## config.mk

```make
export PLATFORM = sky130hd
export DESIGN_NAME = branch_resolve
export DESIGN_NICKNAME = d
export VERILOG_FILES = /design/src/rtl/branch_resolve.sv
export SDC_FILE = /design/constraint.sdc
export NUM_CORES = 1
export LEC_CHECK = 0
export ABC_AREA = 1
export CAP_MARGIN = 20
export CORE_AREA = 8 8 198 200
export DETAILED_ROUTE_END_ITERATION = 8
export DIE_AREA = 0 0 206 208
export PLACE_DENSITY = 0.67
export SLEW_MARGIN = 10
export SYNTH_ARGS = -nofsm -noshare
export SYNTH_HDL_FRONTEND = slang
export SYNTH_SLANG_ARGS = --single-unit
```

## constraint.sdc

```tcl
create_clock -name clk -period 6.72 [get_ports clk]
set_clock_uncertainty 0.1 [all_clocks]
set_input_delay 1.344 -clock clk [delete_from_list [all_inputs] [get_ports clk]]
set_output_delay 1.344 -clock clk [all_outputs]
set_load 0.02 [all_outputs]
```

## src/rtl/branch_resolve.sv

```systemverilog
// Execute-stage branch resolution: compares branch outcome with the fetch prediction, arbitrates
// exception/interrupt/jump redirects, squashes wrong-path instructions and counts mispredicts.
module branch_resolve #(
  parameter int unsigned FLUSH_CYCLES = 2,
  parameter int unsigned CNT_WIDTH    = 32
) (
  input  logic                 clk,
  input  logic                 rst_n,
  input  logic                 jtag_reset_i,
  input  logic [2:0]           hold_flag_i,
  input  logic                 ex_valid_i,
  input  logic [31:0]          ex_inst_i,
  input  logic [31:0]          ex_pc_i,
  input  logic                 ex_predict_jump_i,
  input  logic [31:0]          rs1_data_i,
  input  logic [31:0]          rs2_data_i,
  input  logic                 exc_req_i,
  input  logic [31:0]          exc_vector_i,
  input  logic                 int_req_i,
  input  logic [31:0]          int_vector_i,
  output logic [2:0]           jump_cause_o,
  output logic [31:0]          jump_from_addr_o,
  output logic [31:0]          jump_to_addr_o,
  output logic                 flush_o,
  output logic [CNT_WIDTH-1:0] branch_cnt_o,
  output logic [CNT_WIDTH-1:0] mispredict_cnt_o
);

  localparam logic [2:0] HoldNo                = 3'b000;
  localparam logic [6:0] InstB                 = 7'b1100011;
  localparam logic [6:0] InstJal               = 7'b1101111;
  localparam logic [6:0] InstJalr              = 7'b1100111;
  localparam logic [2:0] CauseNo               = 3'd0;
  localparam logic [2:0] CauseException        = 3'd1;
  localparam logic [2:0] CauseInterrupt        = 3'd2;
  localparam logic [2:0] CauseNoCondition      = 3'd3;
  localparam logic [2:0] CausePredictNoButYes  = 3'd4;
  localparam logic [2:0] CausePredictYesButNo  = 3'd5;

  typedef enum logic {StRun, StFlush} state_e;

  state_e               state_q;
  logic [2:0]           flush_cnt_q;
  logic [2:0]           jump_cause_q;
  logic [31:0]          jump_from_q;
  logic [31:0]          jump_to_q;
  logic [CNT_WIDTH-1:0] branch_cnt_q;
  logic [CNT_WIDTH-1:0] mispredict_cnt_q;

  logic [6:0]  opcode;
  logic [2:0]  funct3;
  logic [31:0] imm_b, imm_j, imm_i;
  logic        consume, is_branch, taken, count_branch, count_mispredict;
  logic [2:0]  cause_d;
  logic [31:0] target_d;

  assign opcode  = ex_inst_i[6:0];
  assign funct3  = ex_inst_i[14:12];
  assign imm_b   = {{19{ex_inst_i[31]}}, ex_inst_i[31], ex_inst_i[7], ex_inst_i[30:25],
                    ex_inst_i[11:8], 1'b0};
  assign imm_j   = {{11{ex_inst_i[31]}}, ex_inst_i[31], ex_inst_i[19:12], ex_inst_i[20],
                    ex_inst_i[30:21], 1'b0};
  assign imm_i   = {{20{ex_inst_i[31]}}, ex_inst_i[31:20]};
  assign consume = ex_valid_i && (hold_flag_i == HoldNo) && (state_q == StRun);

  always_comb begin
    is_branch = 1'b0;
    taken     = 1'b0;
    case (funct3)
      3'b000:  begin is_branch = 1'b1; taken = (rs1_data_i == rs2_data_i); end
      3'b001:  begin is_branch = 1'b1; taken = (rs1_data_i != rs2_data_i); end
      3'b100:  begin is_branch = 1'b1; taken = ($signed(rs1_data_i) <  $signed(rs2_data_i)); end
      3'b101:  begin is_branch = 1'b1; taken = ($signed(rs1_data_i) >= $signed(rs2_data_i)); end
      3'b110:  begin is_branch = 1'b1; taken = (rs1_data_i <  rs2_data_i); end
      3'b111:  begin is_branch = 1'b1; taken = (rs1_data_i >= rs2_data_i); end
      default: ;
    endcase
    if (opcode != InstB) is_branch = 1'b0;
  end

  always_comb begin
    cause_d          = CauseNo;
    target_d         = jump_to_q;
    count_branch     = 1'b0;
    count_mispredict = 1'b0;
    if (consume) begin
      if (exc_req_i) begin
        cause_d  = CauseException;
        target_d = exc_vector_i;
      end else if (int_req_i) begin
        cause_d  = CauseInterrupt;
        target_d = int_vector_i;
      end else if (opcode == InstJal) begin
        cause_d  = CauseNoCondition;
        target_d = ex_pc_i + imm_j;
      end else if (opcode == InstJalr) begin
        cause_d  = CauseNoCondition;
        target_d = (rs1_data_i + imm_i) & ~32'd1;
      end else if (is_branch) begin
        count_branch = 1'b1;
        if (taken && !ex_predict_jump_i) begin
          cause_d          = CausePredictNoButYes;
          target_d         = ex_pc_i + imm_b;
          count_mispredict = 1'b1;
        end else if (!taken && ex_predict_jump_i) begin
          cause_d          = CausePredictYesButNo;
          target_d         = ex_pc_i + 32'd4;
          count_mispredict = 1'b1;
        end
      end
    end
  end

  always_ff @(posedge clk) begin
    if (!rst_n || jtag_reset_i) begin
      state_q          <= StRun;
      flush_cnt_q      <= 3'd0;
      jump_cause_q     <= CauseNo;
      jump_from_q      <= 32'd0;
      jump_to_q        <= 32'd0;
      branch_cnt_q     <= '0;
      mispredict_cnt_q <= '0;
    end else begin
      jump_cause_q <= CauseNo;
      unique case (state_q)
        StRun: begin
          if (cause_d != CauseNo) begin
            jump_cause_q <= cause_d;
            jump_from_q  <= ex_pc_i;
            jump_to_q    <= target_d;
            state_q      <= StFlush;
            flush_cnt_q  <= 3'(FLUSH_CYCLES);
          end
        end
        StFlush: begin
          // Held cycles do not advance the squash window.
          if (hold_flag_i == HoldNo) begin
            if (flush_cnt_q <= 3'd1) begin
              flush_cnt_q <= 3'd0;
              state_q     <= StRun;
            end else begin
              flush_cnt_q <= flush_cnt_q - 3'd1;
            end
          end
        end
        default: state_q <= StRun;
      endcase
      if (count_branch && (branch_cnt_q != '1)) begin
        branch_cnt_q <= branch_cnt_q + CNT_WIDTH'(1);
      end
      if (count_mispredict && (mispredict_cnt_q != '1)) begin
        mispredict_cnt_q <= mispredict_cnt_q + CNT_WIDTH'(1);
      end
    end
  end

  assign jump_cause_o     = jump_cause_q;
  assign jump_from_addr_o = jump_from_q;
  assign jump_to_addr_o   = jump_to_q;
  assign flush_o          = (state_q == StFlush);
  assign branch_cnt_o     = branch_cnt_q;
  assign mispredict_cnt_o = mispredict_cnt_q;

endmodule

```

==> impl_metrics.ini, run 1 <==
[synthesis]
syn-mean-instance-area_um2 = 5.78
synth_seq_area_share_pct = 18.6
synth_area_leader_cell = dfxtp_1
postSynthCellCount = 2512
synth_nets = 2829
synth_area_leaders = dfxtp_1 19%, nand2_1 19%, ha_1 9.7%, a21oi_1 9.2%, inv_1 7.4%
syn_area_mm2 = 0.0145
synth_edf_count = 0
synthArstFlopShare_pct = 0
synth.top_cell.area_share_pct = 18.6
synth-seq-cells = 135
yosys-top-cells-count = 718 x nand2_1, 286 x inv_1, 269 x nor2_1, 267 x a21oi_1, 145 x nand3_1
synth_warnings = 0
synth.distinct_cells = 47
synth-main-ff-cell = dfxtp_1
synth_most_common_cell = nand2_1

[worst_setup_path]
rr_worst_depth = 13
worstSetupStartpointType = input port
critPathKind = input port to flop
regToRegEndpoint = mispredict_cnt_o[12]
worstSetupStartpoint = rs1_data_i[3]
worstPathMaxFanout = 5
worstSetupEndpointType = flop
cp.required_ns = 6.90
r2r_slack_ns = 4.13
crit_end = mispredict_cnt_o[28]
r2r_start = mispredict_cnt_o[3]
arrival_ns = 5.55

[power]
irDropWorstVdd_uv = 128
p_int_uw = 1710
p_sw_uw = 1050
p_leak_uw = 0.00838
clockPowerShare_pct = 36.2
seqPwrFrac_pct = 29.2
switching_share_pct = 38.0
powerDensity_mw_per_mm2 = 146
comb_power_share_pct = 34.5

[timing]
fin_crit_sh_pct = 79.9
setup_viol = 0
rsz0062_at_grt = no
slew_violations = 0
fin_crit_ns = 5.37
worst-slew-pin-transition_ns = 0.983
final-hold-violation-count = 0
fmax_mhz = 186
fin_ws_ns = 1.35
fin_setup_tns_ns = 0
relSlewSlack_pct = 33.4

[clock_network]
clock_sink_count = 135
postCtsSetupBuffers = 0
cts-buffers-inserted = 17
cts_root_buf = clkbuf_16
clk_pin_slew_ns = 0.07
cts_tree = built
cts.repair.resized = 0
insertion_delay_ns = 0.43
cts.path.max_buffers = 2
ctsHoldBuffers = 0
htreeDepth = 4

[global_route]
grt_pass1_wl_um = 107000
grt_max_degree = 80
grt_pass1_vias = 17644
overflow = 0
antenna_found_initial = 0
track_usage_pct = 31.9

[cells_and_area]
fillCellCount = 3833
finalNetCount = 3134
postLayoutCellArea_mm2 = 0.0189
syn2layout_area_growth_pct = 30.4
layout-drive-gt1-share_pct = 3.50
diodes = 0

[route]
wl_um = 71300
drc = 0
wl_per_cell_um = 21.6
num_vias = 18570
ant_nets = 0
drt-initial-drc-count = 1794
vias_per_cell = 5.63
drtPass1Iterations = 6

[min_path]
holdCritPathClass = flop to flop

[place]
io_buffers = 333
dpl.hpwl_um = 59200
place_area_mm2 = 0.0183
place_ws_ns = 1.07
gp_congestion = 1.02

[floorplan]
initial_utilization_pct = 40.2
io_pins = 334
die_h_um = 208
chipWidth_um = 206
die_area_mm2 = 0.0428
rows = 70
core-area_mm2 = 0.0361

[job]
cap_violations = 0

[status]
status = completed
## sequential cells by signal, indices dropped and copies added (netlist names)
signal and flops:
branch_cnt_o 32, jump_from_addr_o 32, jump_to_addr_o 32, mispredict_cnt_o 32
flush_cnt_q 3, jump_cause_o 3, flush_o 1
## critical path, stage by stage
cell             delay [ns]
clkdlybuf4s50_1        0.46
ha_1                   0.34
a21oi_1                0.13
a21boi_0               0.23
nor2_1                 0.06
o21bai_1               0.14
o2111ai_1              0.18
a21boi_0               0.28
nand2_1                0.14
o21ai_0                0.16
inv_1                  0.06
nor2_1                 0.09
nand3_1                0.17
ha_1                   0.40
nor2_1                 0.15
inv_1                  0.10
nor2_1                 0.14
nand2_1                0.20
inv_2                  0.15
nand2_1                0.09
nor2_1                 0.25
inv_1                  0.08
nor3_1                 0.14
nor3_1                 0.06
## per-layer routing
metal	part of all wire [%]	track usage, %
met3	9.1	5.62
met2	45	51.1
met4	3.9	12.0
met5	0	0
met1	42	42.1
## power by group through the flow
| stage | registers [uW] | logic, uW | clock network [uW] |
|---|---|---|---|
| global placement | 825 | 925 | 0 |
| CTS | 807 | 933 | 1010 |
| global route | 807 | 1030 | 1040 |
| detailed placement | 825 | 927 | 0 |
| finish | 807 | 954 | 1000 |
| floorplan | 830 | 521 | 0 |
## metrics by stage
stage / instances / utilization (%) / hold slack [ns] / power (uW)
3_3_place_gp: 3266 / 50.8 / 0.356 / 1750
2_1_floorplan: 2512 / - / 0.364 / 1350
5_1_grt: 3298 / 52.4 / 0.392 / 2880
3_5_place_dp: 3266 / 50.8 / 0.355 / 1750
4_1_cts: 3298 / 52.4 / 0.364 / 2750
6_report: 3298 / 52.4 / 0.363 / 2760
## placed cells by master (no fill, tap or decap), types with 10 or more instances in the layout
master           netlist  layout
nor2_1               269     268
nor3_1                64      64
buf_4                  0      16
nand4_1               38      38
clkdlybuf4s50_1        0     332
nor4_1                18      18
inv_1                286     286
nand2_1              718     718
nand3_1              145     145
or2_2                 10      10
xnor2_1               15      15
o21bai_1              15      15
xor2_1                69      69
o21ai_0              142     142
inv_2                 22      22
a21oi_1              267     267
dfxtp_1              135     135
ha_1                 112     112
o21ai_1               18      18
clkbuf_16              0      17
o211ai_1              20      20
## cell families (layout without fill, tap and decap cells)
kind of cell | after synthesis | in the layout | synth area share, %
AND/OR/NAND/NOR | 1295 | 1295 | 37.5
XOR/XNOR | 84 | 84 | 5.07
flip-flops | 135 | 135 | 18.6
AO/OA/AOI/OAI | 508 | 508 | 19.0
buffers and inverters | 375 | 693 | 9.75
adder cells (fa/ha/maj) | 115 | 115 | 10.1
## layout make-up
type | instances | area, um^2 | area share (%)
Clock buffer | 17 | 425 | 2.25
Clock inverter | 15 | 181 | 0.959
Inverter | 312 | 1170 | 6.19
Multi-Input combinational cell | 2002 | 10400 | 55.0
Sequential cell | 135 | 2700 | 14.3
Tap cell | 468 | 586 | 3.09
Timing Repair Buffer | 349 | 3450 | 18.2
## worst min path at each step
stage / cells past startpoint / slack, ns / startpoint / endpoint
after CTS: 2 / 0.36 / jump_to_addr_o[25] / jump_to_addr_o[25]
after detailed placement: 2 / 0.36 / jump_to_addr_o[25] / jump_to_addr_o[25]
after global routing: 2 / 0.39 / jump_to_addr_o[22] / jump_to_addr_o[22]
after floorplan: 2 / 0.36 / flush_cnt_q[2] / flush_cnt_q[2]
final: 2 / 0.36 / jump_to_addr_o[25] / jump_to_addr_o[25]
after global placement: 2 / 0.36 / jump_to_addr_o[25] / jump_to_addr_o[25]
No activity file was read; power rests on OpenSTA's default activity.
==> run 2, diff against run 1 <==
--- a/config.mk
+++ b/config.mk
@@ -10,7 +10,7 @@
 export CORE_AREA = 8 8 198 200
 export DETAILED_ROUTE_END_ITERATION = 8
 export DIE_AREA = 0 0 206 208
-export PLACE_DENSITY = 0.67
+export PLACE_DENSITY = 0.69
 export SLEW_MARGIN = 10
 export SYNTH_ARGS = -nofsm -noshare
 export SYNTH_HDL_FRONTEND = slang
==> constraint.sdc (replaced) <==
create_clock -name clk -period 4.55 [get_ports clk]
set_clock_uncertainty 0.1 [all_clocks]
set_input_delay 0.91 -clock clk [delete_from_list [all_inputs] [get_ports clk]]
set_output_delay 0.91 -clock clk [all_outputs]
set_load 0.02 [all_outputs]
==> impl_metrics.ini, run 2 (synthesized netlist as in run 1, its figures left out) <==
[worst_setup_path]
regToRegEndpoint = mispredict_cnt_o[12]
critPathKind = input port to flop
arrival_ns = 4.65
cp_top_family = compound AO/OA/AOI/OAI gates
worstPathMaxFanout = 20
slowest_delay_ns = 0.45
rr_worst_depth = 12
crit_slowest_cell = clkdlybuf4s50_1
r2r_slack_ns = 1.87
worstSetupStartpoint = rs2_data_i[25]
cp.required_ns = 4.77
cp.depth = 22
worstSetupStartpointType = input port
worstSetupEndpointType = flop
r2r_start = mispredict_cnt_o[1]
worstPathCellList = clkdlybuf4s50_1 > inv_1 > ha_1 > nand2_1 > nor2_1 > nand4_1 > buf_4 > nor4_2 > buf_4 > nand2_2 > o21bai_1 > o22ai_2 > nor2_2 > nand3_4 > ha_4 > clkinvlp_4 > buf_12 > o21ai_0 > o211ai_1 > a21oi_1 > o221ai_2 > a21oi_1
cp_num_buf_inv = 6
crit_end = jump_to_addr_o[6]

[timing]
fin_crit_sh_pct = 97.2
relSlewSlack_pct = 47.4
final-hold-violation-count = 0
worst-slew-pin-transition_ns = 0.789
slew_violations = 0
rsz0062_at_grt = yes
fin_crit_ns = 4.42
setup_viol = 0
fmax_mhz = 226

[global_route]
grt_pass1_vias = 18274
use_met1_pct = 41.8
grt_busiest_layer = met2
overflow = 0
antenna_found_initial = 4
grt_pass1_wl_um = 108000
grt_max_degree = 79
grt.met2_usage_pct = 51.7
track_usage_pct = 32.2
met3_usage_pct = 6.03

[status]
status = completed

[clock_network]
cts_tree = built
clk_pin_slew_ns = 0.06
cts_root_buf = clkbuf_16
cts-buffers-inserted = 17
htreeDepth = 4
insertion_delay_ns = 0.44
clock_sink_count = 135
cts.path.max_buffers = 2

[route]
drt-initial-drc-count = 1779
vias_per_cell = 5.52
wl_um = 71600
ant_nets = 0
drc = 0
wl_per_cell_um = 21.0
num_vias = 18836
drtPass1Iterations = 6

[floorplan]
die_area_mm2 = 0.0428
chipWidth_um = 206
io_pins = 334
die_h_um = 208
rows = 70
initial_utilization_pct = 40.2
core-area_mm2 = 0.0361

[place]
io_buffers = 333
place_area_mm2 = 0.0192
dpl.hpwl_um = 60100
gp_congestion = 1.02

[cells_and_area]
finalNetCount = 3248
syn2layout_area_growth_pct = 38.1
final_cell_mix = 713 x nand2_1, 332 x clkdlybuf4s50_1, 285 x inv_1
layout-drive-gt1-share_pct = 8.19
final_common_cell = nand2_1
postLayoutCellArea_mm2 = 0.0200

[power]
irDropWorstVdd_uv = 383
powerDensity_mw_per_mm2 = 208
p_leak_uw = 0.00898
power_uw = 4180

[min_path]
holdCritPathClass = flop to flop

[job]
cap_violations = 0
## run 2: cell count changes in the layout (fill, tap and decap cells not counted), moves of 4 or more
cell     previous run  this run
nand3_1           145       140
o21ai_0           142       137
nand3_2             2         6
o21ai_1            18        23
nor2_1            268       263
a21oi_1           267       263
nand2_1           718       713
a21oi_2             0         4
buf_12              0         6
nand2_2             2         6
buf_4              16       124
## run 2: worst min path at each step
| stage | startpoint | endpoint | depth (start not counted) |
|---|---|---|---|
| 4_1_cts | jump_to_addr_o[30] | jump_to_addr_o[30] | 2 |
| 3_3_place_gp | jump_to_addr_o[30] | jump_to_addr_o[30] | 2 |
| 6_report | jump_to_addr_o[24] | jump_to_addr_o[24] | 2 |
| 2_1_floorplan | flush_cnt_q[2] | flush_cnt_q[2] | 2 |
| 5_1_grt | jump_to_addr_o[28] | jump_to_addr_o[28] | 2 |
| 3_5_place_dp | jump_to_addr_o[24] | jump_to_addr_o[24] | 2 |
## run 2: cell type report
class | count | area, um^2
diodes | 2 | 5.00
clock buffers | 18 | 429
clock inverters | 14 | 186
fillers | 3713 | 16000
inverters | 312 | 1170
multi-input cells | 2002 | 10600
flip-flops and latches | 135 | 2700
well taps | 468 | 586
repair buffers | 463 | 4380
## run 2: layer usage
metal,part of all wire [%],wire (um)
met3,8.3,5950
met1,42,30300
met5,0.032,23
met2,45,32200
met4,4.3,3070
## run 2: through the flow
stage	utilization [%]	instances	hold slack, ns	setup TNS, ns	setup slack (ns)
after floorplan	-	2512	0.364	0	0.652
after global placement	53.3	3379	0.358	-31.05	-0.541
after detailed placement	53.3	3379	0.363	-26.70	-0.539
after CTS	55.0	3411	0.378	0	0.0351
after global routing	55.5	3414	0.402	-0.0780	-0.0342
final	55.5	3414	0.380	0	0.125
## run 2: tightest hold or removal path: stages, from the launching register on
cell and delay (ns):
dfxtp_1 0.31, nand2_1 0.06, a21oi_1 0.06
## run 2: power by group
part / internal (uW) / total (uW) / switching [uW]
sequential: 1190 / 1190 / 3.95
clock: 878 / 1470 / 590
combinational: 597 / 1520 / 919
## run 2: timing repair
| action | CTS | global route |
|---|---|---|
| endpoints found under the hold margin | 0 | 0 |
| resized for setup | 3 | 40 |
| endpoints found under the setup margin | 7 | 49 |
| hold buffers | 0 | 0 |
| setup buffers | 0 | 1 |
| gates cloned | 0 | 0 |
| pin swaps | 0 | 19 |
==> run 3, diff against run 2 <==
--- a/config.mk
+++ b/config.mk
@@ -7,10 +7,11 @@
 export LEC_CHECK = 0
 export ABC_AREA = 1
 export CAP_MARGIN = 20
-export CORE_AREA = 8 8 198 200
+export CORE_AREA = 8 8 189 191
+export CTS_BUF_LIST = sky130_fd_sc_hd__clkbuf_16
 export DETAILED_ROUTE_END_ITERATION = 8
-export DIE_AREA = 0 0 206 208
-export PLACE_DENSITY = 0.69
+export DIE_AREA = 0 0 197 199
+export PLACE_DENSITY = 0.75
 export SLEW_MARGIN = 10
 export SYNTH_ARGS = -nofsm -noshare
 export SYNTH_HDL_FRONTEND = slang
==> impl_metrics.ini, run 3 (synthesized netlist as in run 1, its figures left out) <==
[cells_and_area]
layout-drive-gt1-share_pct = 8.45
fin_cells = 3398
post-route-util_pct = 61.0
fillCellCount = 3241
multi_input_area_mm2 = 0.0106
regArea_mm2 = 0.00270
syn2layout_area_growth_pct = 38.2
final_common_cell = nand2_1
final_cell_mix = 711 x nand2_1, 332 x clkdlybuf4s50_1, 285 x inv_1
finalNetCount = 3252

[global_route]
grt_pass1_wl_um = 108000
overflow = 0
antenna_found_initial = 3
grt_max_degree = 79
grt_pass1_vias = 18409
track_usage_pct = 35.6

[worst_setup_path]
r2r_start = mispredict_cnt_o[1]
cp_num_buf_inv = 8
worstSetupStartpointType = input port
cp.required_ns = 4.81
crit_slowest_cell = clkdlybuf4s50_1
arrival_ns = 4.67
worstSetupStartpoint = rs2_data_i[27]
worstSetupEndpointType = flop
cp_top_family = buffers and inverters
worstPathMaxFanout = 10
crit_path_frequent_cell = nand2_1
critPathKind = input port to flop
slowest_delay_ns = 0.47

[timing]
fmax_mhz = 227
final-hold-violation-count = 0
slew_violations = 0
relSlewSlack_pct = 37.2
worst-slew-pin-transition_ns = 0.927
fin_crit_sh_pct = 97.0
setup_viol = 0
fin_crit_ns = 4.41

[min_path]
min-delay-start = jump_to_addr_o[29]
holdCritPathClass = flop to flop

[route]
drtPass1Iterations = 5
drc = 0
ant_nets = 0
wl_um = 73800
num_vias = 19597
vias_per_cell = 5.77
wl_per_cell_um = 21.7
drt-initial-drc-count = 2269

[floorplan]
core-area_mm2 = 0.0329
rows = 67
die_h_um = 199
die_area_mm2 = 0.0392
io_pins = 334
initial_utilization_pct = 44.2
chipWidth_um = 197

[power]
powerDensity_mw_per_mm2 = 203
p_leak_uw = 0.00899
irDropWorstVdd_uv = 257

[clock_network]
htreeDepth = 4
cts.path.max_buffers = 2
insertion_delay_ns = 0.43
clock_sink_count = 135
cts-buffers-inserted = 17
cts_tree = built
clk_pin_slew_ns = 0.07
cts_root_buf = clkbuf_16

[place]
gp_congestion = 1.05
io_buffers = 333
dpl.hpwl_um = 60500
dpl.cell_count = 3356

[status]
status = completed

[job]
cap_violations = 0
[run 3: cell count changes in the layout (fill, tap and decap cells not counted), moves of 2 or more]
cell and delta:
inv_8 +2, a21oi_1 -2, bufinv_16 -3, nand2_1 -2
nand2_2 +2, nor2_2 +3, nor2_4 -2, a21oi_2 +2
clkbuf_16 +3
[run 3: path summary, 6_finish.rpt]
path | endpoint | slack (ns) | cells after the start
worst max-delay path | jump_to_addr_o[11] | 0.14 | 25
worst min-delay path | jump_to_addr_o[29] | 0.38 | 2
worst min register to register | jump_to_addr_o[29] | 0.38 | 2
worst max register to register | mispredict_cnt_o[12] | 1.82 | 12
[run 3: power breakdown]
group / switching [uW] / internal (uW)
Clock: 623 / 721
Combinational: 941 / 598
Sequential: 4.60 / 1190
Total: 1570 / 2510
[run 3: metrics by stage]
step	instance area (um^2)	total power [uW]	setup TNS, ns	setup slack (ns)	hold slack, ns
after floorplan	14500	2000	0	0.652	0.364
after detailed placement	19200	2680	-30.18	-0.587	0.364
after global routing	20100	4240	-0.801	-0.0981	0.402
final	20100	4080	0	0.135	0.381
after global placement	19200	2660	-21.06	-0.507	0.356
after CTS	19800	4000	0	0.0216	0.378
[run 3: worst register-to-register path, delay by kind of cell, from the launching register on]
kind                       cells  cell delay, ns
buffers and inverters          2            0.24
adders and majority gates      1            0.26
and+or+nand+nor                7            1.03
AOI/OAI and AO/OA              2            0.51
DFF                            1            0.46
[run 3: layout make-up]
class	instances	area share, %
multi-input combinational	2002	52.7
timing repair buffer	467	22.3
sequential	135	13.5
inverter	312	5.86
tap	448	2.79
clock buffer	17	2.12
clock inverter	15	0.667
antenna	2	0.0250
[run 3: timing repair]
item                                    4_1_cts  5_1_grt
hold buffers                                  0        0
gates cloned                                  0        3
pin swaps                                     0       14
gates resized for setup                       6       41
setup buffers                                 0        5
endpoints found under the setup margin       13      100
[run 3: routing by layer]
layer,track usage [%],routed length (um)
met1,44.0,28500
met2,58.1,33100
met3,8.02,8280
met4,16.7,3950
met5,0,12
